`src/rtl/stack_fault_unit.sv`:
```
// Stack fault unit: turns one-cycle stack overflow/underflow flags into a held
// trap request with captured context, a pipeline stall and saturating stats.
module stack_fault_unit #(
    parameter int DATA_W       = 32,
    parameter int CNT_W        = 8,
    parameter int DRAIN_CYCLES = 2
) (
    input  logic              clk,
    input  logic              rst,
    input  logic              overflow,
    input  logic              underflow,
    input  logic [DATA_W-1:0] pc_val,
    input  logic [DATA_W-1:0] sp_val,
    input  logic              fault_ack,
    input  logic              clear_stats,
    output logic              stall,
    output logic              trap_valid,
    output logic [1:0]        trap_cause,
    output logic [DATA_W-1:0] fault_pc,
    output logic [DATA_W-1:0] fault_sp,
    output logic [CNT_W-1:0]  ovf_count,
    output logic [CNT_W-1:0]  unf_count,
    output logic              lost_fault
);

    typedef enum logic [1:0] {
        IDLE,
        TRAP,
        DRAIN
    } state_t;

    localparam int DC_W = (DRAIN_CYCLES > 1) ? $clog2(DRAIN_CYCLES + 1) : 1;
    localparam logic [DC_W-1:0] DC_LOAD = DC_W'(DRAIN_CYCLES);
    localparam logic [CNT_W-1:0] CNT_MAX = '1;

    state_t          state;
    state_t          state_nx;
    logic [DC_W-1:0] dcnt;
    logic [DC_W-1:0] dcnt_nx;

    logic fault;
    logic accept;
    logic lost;

    assign fault  = overflow | underflow;
    assign accept = (state == IDLE) && fault;
    assign lost   = (state != IDLE) && fault;

    function automatic logic [CNT_W-1:0] sat_inc(input logic [CNT_W-1:0] v);
        return (v == CNT_MAX) ? v : v + CNT_W'(1);
    endfunction

    always_comb begin
        state_nx = state;
        dcnt_nx  = dcnt;
        unique case (state)
            IDLE: begin
                if (fault) begin
                    state_nx = TRAP;
                end
            end
            TRAP: begin
                if (fault_ack) begin
                    if (DRAIN_CYCLES == 0) begin
                        state_nx = IDLE;
                    end else begin
                        state_nx = DRAIN;
                        dcnt_nx  = DC_LOAD;
                    end
                end
            end
            DRAIN: begin
                dcnt_nx = dcnt - DC_W'(1);
                if (dcnt == DC_W'(1)) begin
                    state_nx = IDLE;
                end
            end
            default: begin
                state_nx = IDLE;
                dcnt_nx  = '0;
            end
        endcase
    end

    // stall/trap_valid are registered from the next state so they track it exactly
    always_ff @(posedge clk or posedge rst) begin
        if (rst) begin
            state      <= IDLE;
            dcnt       <= '0;
            stall      <= 1'b0;
            trap_valid <= 1'b0;
        end else begin
            state      <= state_nx;
            dcnt       <= dcnt_nx;
            stall      <= (state_nx != IDLE);
            trap_valid <= (state_nx == TRAP);
        end
    end

    always_ff @(posedge clk or posedge rst) begin
        if (rst) begin
            trap_cause <= '0;
            fault_pc   <= '0;
            fault_sp   <= '0;
        end else if (accept) begin
            trap_cause <= {underflow, overflow};
            fault_pc   <= pc_val;
            fault_sp   <= sp_val;
        end
    end

    // An accepted fault beats a same-edge clear for its own counter
    always_ff @(posedge clk or posedge rst) begin
        if (rst) begin
            ovf_count  <= '0;
            unf_count  <= '0;
            lost_fault <= 1'b0;
        end else begin
            if (accept && overflow) begin
                ovf_count <= clear_stats ? CNT_W'(1) : sat_inc(ovf_count);
            end else if (clear_stats) begin
                ovf_count <= '0;
            end

            if (accept && underflow) begin
                unf_count <= clear_stats ? CNT_W'(1) : sat_inc(unf_count);
            end else if (clear_stats) begin
                unf_count <= '0;
            end

            if (lost) begin
                lost_fault <= 1'b1;
            end else if (clear_stats) begin
                lost_fault <= 1'b0;
            end
        end
    end

endmodule

```
`config.mk`:
```
export PLATFORM = sky130hd
export DESIGN_NAME = stack_fault_unit
export DESIGN_NICKNAME = d
export VERILOG_FILES = /design/src/rtl/stack_fault_unit.sv
export SDC_FILE = /design/constraint.sdc
export NUM_CORES = 1
export LEC_CHECK = 0
export ABC_AREA = 1
export CAP_MARGIN = 30
export CORE_MARGIN = 4
export CORE_UTILIZATION = 47
export CTS_CLUSTER_DIAMETER = 120
export DETAILED_ROUTE_END_ITERATION = 16
export PLACE_DENSITY_LB_ADDON = 0.3
export SLEW_MARGIN = 25
export SYNTH_ARGS = -nofsm -noshare
export SYNTH_HDL_FRONTEND = slang
export SYNTH_SLANG_ARGS = --single-unit
```
`constraint.sdc`:
```
create_clock -name clk -period 9.8 [get_ports clk]
set_clock_uncertainty 0.2 [all_clocks]
set_input_delay 2.45 -clock clk [delete_from_list [all_inputs] [get_ports clk]]
set_output_delay 2.45 -clock clk [all_outputs]
set_load 0.02 [all_outputs]
```
# Yosys cells after proc, flatten, opt, wreduce, memory -nomap -nowiden
# Cells that the tools add are included.
dict set report op_classes {
  n_mul 0
  magnitude_cmp 0
  div_mod_pow 0
  bitwise 2
  reduce_logical 13
  muxes 15
  n_eq_ne 9
  shifts 0
  addsub 3
}
# op n
set op_table {}
lappend op_table {{$mux W8} 7}
lappend op_table {{$add A8 B1 Y8 const B} 2}
lappend op_table {{$eq A8 B8 Y1 const B} 2}
lappend op_table {{$pmux W2 S3} 2}
lappend op_table {{$reduce_bool A2 Y1} 5}
lappend op_table {{$mux W2} 4}
lappend op_table {{$eq A2 B1 Y1 const B} 3}
lappend op_table {{$ne A2 B2 Y1 const B} 3}
lappend op_table {{$reduce_and A2 Y1} 3}
lappend op_table {{$logic_and A1 B1 Y1} 4}
lappend op_table {{$eq A2 B2 Y1 const B} 1}
lappend op_table {{$logic_not A2 Y1} 1}
lappend op_table {{$mux W1} 2}
lappend op_table {{$sub A2 B1 Y2 const B} 1}
lappend op_table {{$not A1 Y1} 1}
lappend op_table {{$or A1 B1 Y1} 1}
dict set report totals {
  out_inout_bits 85
  latch_bits 0
  ram_bits 0
  n_memories 0
  inputBits 70
  rom_bits 0
  word_cells 52
  ff_bits 89
}

# Longest topological paths before layout
# Gate-level depths: netlist of the first run.
dict set report depth {
  ltp_word 5
  depth_mapped 9
  ltp_nobuf 9
}

# Worst setup path before layout of the first run
# Ideal clock, no wire load.
dict set report synth_path {
  path_type {input-to-reg}
  from {in overflow}
  to {reg fault_pc[11]}
  cell_stages 6
  slack_ns 6.401
  t_required_ns 9.484
  t_arrival_ns 3.082
  setup_time_ns 0.116
  n_path_buf 2
  cell_sequence {nor2_1 -> nor2_2 -> buf_4 -> buf_4 -> nand2_1 -> nand2_1}
}
dict set report synth_via {
  elab_chain_len 2
}
# item line_no
set synth_rtl {}
lappend synth_rtl {{from (decl)} 10} ;# input logic overflow,
lappend synth_rtl {{$or A1 B1 Y1} 45} ;# assign fault = overflow | underflow;
lappend synth_rtl {{$logic_and A1 B1 Y1} 46} ;# assign accept = (state == IDLE) && fault;
lappend synth_rtl {{to (signal assigned)} 107} ;# fault_pc <= pc_val;
lappend synth_rtl {{to (decl)} 19} ;# output logic [DATA_W-1:0] fault_pc,
# Every way passes these cells.
# A chain may end at the register's enable or synchronous reset.

# Final worst setup path of the first run
dict set report layout_path {
  from {in overflow}
  to {reg unf_count[3]}
}
dict set report layout_via {
  elab_chain_len 5
  word_cells_on_any_way 6
  classes_between {mux (1); bitwise (1); reduce/logical (4)}
}
# item line_no
set layout_rtl {}
lappend layout_rtl {{$or A1 B1 Y1 *} 45}
lappend layout_rtl {{$logic_and A1 B1 Y1 *} 46}
lappend layout_rtl {{$logic_and A1 B1 Y1 *} 125} ;# if (accept && underflow) begin
lappend layout_rtl {{$reduce_bool A2 Y1 (no source line)} -}
lappend layout_rtl {{$reduce_and A2 Y1 (no source line)} -}
lappend layout_rtl {{to (signal assigned)} 126} ;# unf_count <= clear_stats ? CNT_W'(1) : sat_inc(unf_count);
lappend layout_rtl {{to (decl)} 22} ;# output logic [CNT_W-1:0] unf_count,
# Every way passes the cells marked *; elsewhere a longest branch is shown, timed or not.

==> out/metrics.csv, run 1 <==
metric,value,unit
status,completed,
regToRegStartpoint,state[0],
die_area,9727,µm²
final_cell_mix,"nand2_1 (273), clkdlybuf4s50_1 (154), dfrtp_1 (89)",
dieWidth,98.63,µm
design_power_total,1.762,mW
clockBufferDepth,2,
first_global_vias,3525,
rows,32,
worstMarginPinSlew,779.7,ps
synthesis.area,3860,µm²
ys_seq_elements,89,
p_per_area,308.6,nW/µm²
clk_latency,340,ps
synthMuxAreaShare,0,
cp_data_required_time,9830,ps
relSlewSlack,0.4802,
max_cap_viol_count,0,
avgSynthCellArea,8.248,µm²
diodes,0,
synth_fa_ha_area_frac,0.02593,
post_cts_buffers,0,
synthToLayoutAreaGrowth,47.91,%
syn_nets,546,
synth_xor_area_frac,0.009076,
post-place-ws,5238,ps
worstPathArrival,4270,ps
synth_cells,468,
worst_path_largest_cell_delay,540,ps
setup_viol,0,
ctsHtreeMaxLevel,3,
finalMaxSlewViolations,0,
start_util,0.4919,
grt_antenna_before_repair,0,
clock-root-buffer,clkbuf_8,
first_pass_iters,5,
grt_max_degree,90,
synth_simple_gate_area_frac,0.3154,
setup_tns,0,ps
crit_fanout,68,
cpMostUsedCell,nand2_1,
io_pins,155,
fin_crit_sh,0.4333,
fmax,235.5,MHz
peakVddDrop,174.3,µV
grt_use_total,0.2080,
critical-path-top-delay-family,buffers and inverters,
yosysWarnings,0,
cpMaxStageDelayCell,buf_4,
synth_top_family_by_area,simple AND/OR/NAND/NOR gates,
crit_buf_inv,2,
vias,3499,
final_layout_size_suffix_gt1_frac,0.04633,
drtIter0Drc,172,
hold_viol_final,0,
die_y,98.63,µm
hp-class,reg -> reg,
synth-edff-count,0,
r2r-end,unf_count[3],
synth_compound_area_frac,0.02366,
crit_type,in -> reg,
cts_buffers,9,
dp.final_hpwl,7.285,mm
regToRegSetupSlack,7440,ps
async_reset_ff_frac,1.000,
grt_pass1_wl,16.49,mm
worst_setup_path_end_kind,flop,
min_period,4247,ps
ctsHoldBuffers,0,
ys_seq_area_frac,0.5770,
crit_path_start_kind,primary input,
nets,699,
final.fill_count,612,
drcViolationCount,0,
path_clk_slew,90,ps
antenna_left,0,
gp_congestion,0.9250,
cts_sinks,89,
core-area,7848,µm²
path_depth,8,
globalRouteOverflowTotal,0,
r2r_cells,9,
synth_cell_types,25,
synth_ff_type,dfrtp_1,
rsz0062_at_grt,no,
routed_wl,10.04,mm
wl_per_cell,13.79,µm
final_common_cell,nand2_1,
port_buffers,154,
viasPerCell,4.806,
crit_start,overflow,
setup_ws,5553,ps
cts_tree,yes,
power.leakage,2.875,nW
worstPathCellList,clkdlybuf4s50_1 > o21ai_4 > buf_4 > nor2_1 > nand2_1 > nand2_1 > nand2_1 > nand2_1,
endpoint,unf_count[3],
post_cts_resized,0,
tightest hold or removal path, delay by kind of cell, from the launching register on:
| kind | cells | cell delay (ps) |
|---|---|---|
| flip-flops | 1 | 350 |
| AND/OR/NAND/NOR | 2 | 100 |
through the flow:
| stage | std cells | cell area, µm² | hold slack, ps | util |
|---|---|---|---|---|
| floorplan | 468 | 3860 | 287.0 | - |
| global placement | 712 | 5478 | 260.7 | 0.6980 |
| detailed placement | 712 | 5482 | 264.2 | 0.6985 |
| CTS | 728 | 5709 | 288.1 | 0.7275 |
| global route | 728 | 5709 | 307.9 | 0.7275 |
| finish | 728 | 5709 | 284.4 | 0.7275 |
cell usage after synthesis (2+ instances only):
master / n / area share
ha_1: 8 / 0.026
nand4_1: 4 / 0.0065
xor2_1: 4 / 0.0091
nor2_1: 17 / 0.017
o21bai_1: 2 / 0.0039
buf_4: 6 / 0.012
buf_2: 7 / 0.0091
a21oi_1: 2 / 0.0026
inv_1: 26 / 0.025
dfrtp_1: 89 / 0.58
nor2_2: 4 / 0.0065
nand2_2: 2 / 0.0032
nand2_1: 273 / 0.27
o21ai_0: 2 / 0.0026
nand3b_1: 2 / 0.0039
nand3_1: 9 / 0.012
clkbuf_1: 2 / 0.0019
o211ai_1: 2 / 0.0039
layout make-up:
type	count	area, µm²	area share
clock buffers	11	141.4	0.02476
repair buffers	157	1568	0.2746
well taps	102	127.6	0.02235
inverters	27	102.6	0.01797
flip-flops and latches	89	2227	0.3901
clock inverters	5	86.33	0.01512
multi-input cells	337	1456	0.2551
report_power, final:
group          total (mW)  leakage (nW)  internal (mW)  switching [mW]
sequential          0.617          1.12          0.522          0.0957
combinational       0.864          1.65          0.375           0.489
clock               0.281         0.108          0.153           0.128
worst min-delay path by stage:
stage	start	end	slack (ps)	cells after the start
global placement	fault_sp[21]	fault_sp[21]	260	2
detailed placement	fault_pc[14]	fault_pc[14]	260	2
floorplan	dcnt[0]	dcnt[0]	290	1
global route	fault_sp[20]	fault_sp[20]	310	2
finish	fault_pc[19]	fault_pc[19]	280	2
CTS	fault_pc[8]	fault_pc[8]	290	2
per-layer routing:
metal,track usage,part of all wire,up-vias
met5,0,0,-
met4,0.08298,0.017,0
met3,0.05662,0.074,13
met2,0.3510,0.50,126
met1,0.2537,0.41,1640
li1,-,-,1720
cell families (layout without fill, tap and decap cells):
| kind of cell | after synthesis | after routing |
|---|---|---|
| buffers and inverters | 42 | 200 |
| adders and majority gates | 8 | 8 |
| and+or+nand+nor | 312 | 312 |
| DFF | 89 | 89 |
| xor gates and xnor gates | 4 | 4 |
| AOI/OAI and AO/OA | 13 | 13 |
registers in the layout, indices dropped and copies added (netlist names):
register,count
fault_pc,32
fault_sp,32
ovf_count,8
unf_count,8
dcnt,2
state,2
trap_cause,2
lost_fault,1
stall,1
trap_valid,1
Note: power is estimated with default switching activity, not from simulation.
==> inputs of run 2 (changes only) <==
--- a/config.mk
+++ b/config.mk
@@ -8,7 +8,7 @@
 export ABC_AREA = 1
 export CAP_MARGIN = 30
 export CORE_MARGIN = 4
-export CORE_UTILIZATION = 47
+export CORE_UTILIZATION = 39
 export CTS_CLUSTER_DIAMETER = 120
 export DETAILED_ROUTE_END_ITERATION = 16
 export PLACE_DENSITY_LB_ADDON = 0.3
==> constraint.sdc (replaced) <==
create_clock -name clk -period 3.52 [get_ports clk]
set_clock_uncertainty 0.2 [all_clocks]
set_input_delay 0.88 -clock clk [delete_from_list [all_inputs] [get_ports clk]]
set_output_delay 0.88 -clock clk [all_outputs]
set_load 0.02 [all_outputs]
==> out/metrics.csv, run 2 (synthesis results as in run 1) <==
metric,value,unit,change
critical-path-top-delay-family,buffers and inverters,,unchanged
holdPathEnd,fault_pc[10],,was fault_pc[19]
worstPathArrival,1450,ps,was 4270 ps
cp_data_required_time,2440,ps,was 9830 ps
finalMaxSlewViolations,0,,unchanged
worstPathCellList,clkdlybuf4s50_1,,was clkdlybuf4s50_1 > o21ai_4 > buf_4 > nor2_1 > nand2_1 > nand2_1 > nand2_1 > nand2_1
highest_layer,met4,,unchanged
die_y,107.5,µm,was 98.63 µm
worst_setup_path_end_kind,primary output,,was flop
globalRouteOverflowTotal,0,,unchanged
grt_antenna_before_repair,0,,unchanged
holdPathStages,2,,unchanged
post_cts_resized,0,,unchanged
power.net_switching,1.951,mW,was 0.7128 mW
antenna_left,0,,unchanged
hold_viol_final,0,,unchanged
start_util,0.3986,,was 0.4919
drtIter0Drc,103,,was 172
max_cap_viol_count,0,,unchanged
core-area,9684,µm²,was 7848 µm²
r2r_cells,7,,was 9
nets,704,,was 699
rows,36,,was 32
reg.largest.list,"fault_pc x32, fault_sp x32",,unchanged
worstMarginPinSlew,372.5,ps,was 779.7 ps
worst_path_largest_cell_delay,650,ps,was 540 ps
io_pins,155,,unchanged
clockBufferDepth,2,,unchanged
rsz0062_at_grt,no,,unchanged
postLayoutCoreUtil,0.5957,,was 0.7275
combPwrFrac,0.504,,was 0.490
diodes,0,,unchanged
r2r-end,trap_valid,,was unf_count[3]
power.leakage,2.890,nW,was 2.875 nW
crit_path_start_kind,flop,,was primary input
vias,3485,,was 3499
p_seq_frac,0.354,,was 0.350
dp.final_hpwl,7.395,mm,was 7.285 mm
min_period,2531,ps,
hp-class,reg -> reg,,unchanged
routed_wl,9.921,mm,was 10.04 mm
final_cell_mix,"nand2_1 (273), clkdlybuf4s50_1 (154), dfrtp_1 (89)",,unchanged
grt_max_degree,47,,was 90
p_per_area,834.3,nW/µm²,was 308.6 nW/µm²
cts_tree,yes,,unchanged
viasPerCell,4.562,,was 4.806
crit_fanout,7,,was 68
clk_latency,350,ps,was 340 ps
cts_buffers,9,,unchanged
path_clk_slew,80,ps,was 90 ps
crit_buf_inv,1,,was 2
crit_type,reg -> out,,was in -> reg
status,completed,,unchanged
ctsHtreeMaxLevel,3,,unchanged
switching_share,0.4054,,was 0.4045
holdWs,280.4,ps,was 284.4 ps
drcViolationCount,0,,unchanged
synthToLayoutAreaGrowth,49.47,%,was 47.91%
hp-start,fault_pc[10],,was fault_pc[19]
fin_crit_sh,0.7190,,
setup_tns,0,ps,unchanged
relSlewSlack,0.7516,,was 0.4802
grt_use_total,0.1760,,was 0.2080
dieWidth,107.5,µm,was 98.63 µm
post_cts_buffers,0,,unchanged
final_layout_size_suffix_gt1_frac,0.04913,,was 0.04633
clkPwrFrac,0.142,,was 0.159
internal-power,2.862,mW,was 1.049 mW
drt-met1-wl,4.188,mm,was 4.073 mm
port_buffers,154,,unchanged
final_common_cell,nand2_1,,unchanged
clock-root-buffer,clkbuf_8,,unchanged
regToRegSetupSlack,1580,ps,was 7440 ps
wl_met2,4.827,mm,was 5.051 mm
wl_met3,665,µm,was 740 µm
ctsHoldBuffers,0,,unchanged
wl_per_cell,12.99,µm,was 13.79 µm
setup_viol,0,,unchanged
first_pass_iters,4,,was 5
gp_congestion,0.7702,,was 0.9250
regToRegStartpoint,state[0],,unchanged
first_global_vias,3406,,was 3525
grt_pass1_wl,16.31,mm,was 16.49 mm
cpMaxStageDelayCell,clkdlybuf4s50_1,,was buf_4
die_area,11550,µm²,was 9727 µm²
peakVddDrop,413.8,µV,was 174.3 µV
fmax,395.1,MHz,
cts_sinks,89,,unchanged
## run 2: changes by cell type in the layout (fill, tap and decap cells not counted)
cell        delta
buf_4          +4
clkbuf_1       +3
buf_12         +2
buf_6          -1
bufinv_16      -1
clkinvlp_4     -1
inv_8          -1
## run 2: stage by stage
stage                     instance area, µm²  power (mW)  std cells  setup slack [ps]
after floorplan                         3860       3.026        468             133.1
after global routing                    5769       5.168        764             915.0
final                                   5769       4.813        764             989.1
after CTS                               5749       4.900        763             968.3
after global placement                  5559       4.132        747             931.1
after detailed placement                5559       4.183        747             888.7
## run 2: area by class of cell
class                           count  area (µm²)
Clock buffer                       14       152.6
Clock inverter                      2       37.54
Fill cell                         874        3915
Inverter                           27       102.6
Multi-Input combinational cell    337        1456
Sequential cell                    89        2227
Tap cell                          133       166.4
Timing Repair Buffer              162        1627
## run 2: power groups by stage
stage | sequential, mW | combinational (mW) | clock, mW
2_1_floorplan | 2.19 | 0.834 | 0
3_3_place_gp | 1.71 | 2.43 | 0
3_5_place_dp | 1.71 | 2.47 | 0
4_1_cts | 1.71 | 2.48 | 0.715
5_1_grt | 1.77 | 2.65 | 0.751
6_report | 1.70 | 2.43 | 0.685
## run 2: how the worst max path moves through the flow
stage,start,to,slack [ps],cells after the start
after floorplan,rst,dcnt[0],130,1
after global placement,overflow,stall,930,6
after detailed placement,overflow,stall,890,6
after CTS,unf_count[0],unf_count[0],970,1
after global routing,unf_count[0],unf_count[0],910,1
final,unf_count[2],unf_count[2],990,1
## run 2: layer usage
layer	global-route usage	vias to the layer above
li1	-	1738
met3	0.04619	18
met5	0	-
met2	0.2833	102
met1	0.2249	1627
met4	0.07304	0
## run 2: worst min-delay path: stages (launching register included)
cell     delay, ps
dfrtp_1        340
nand2_1         50
nand2_1         50
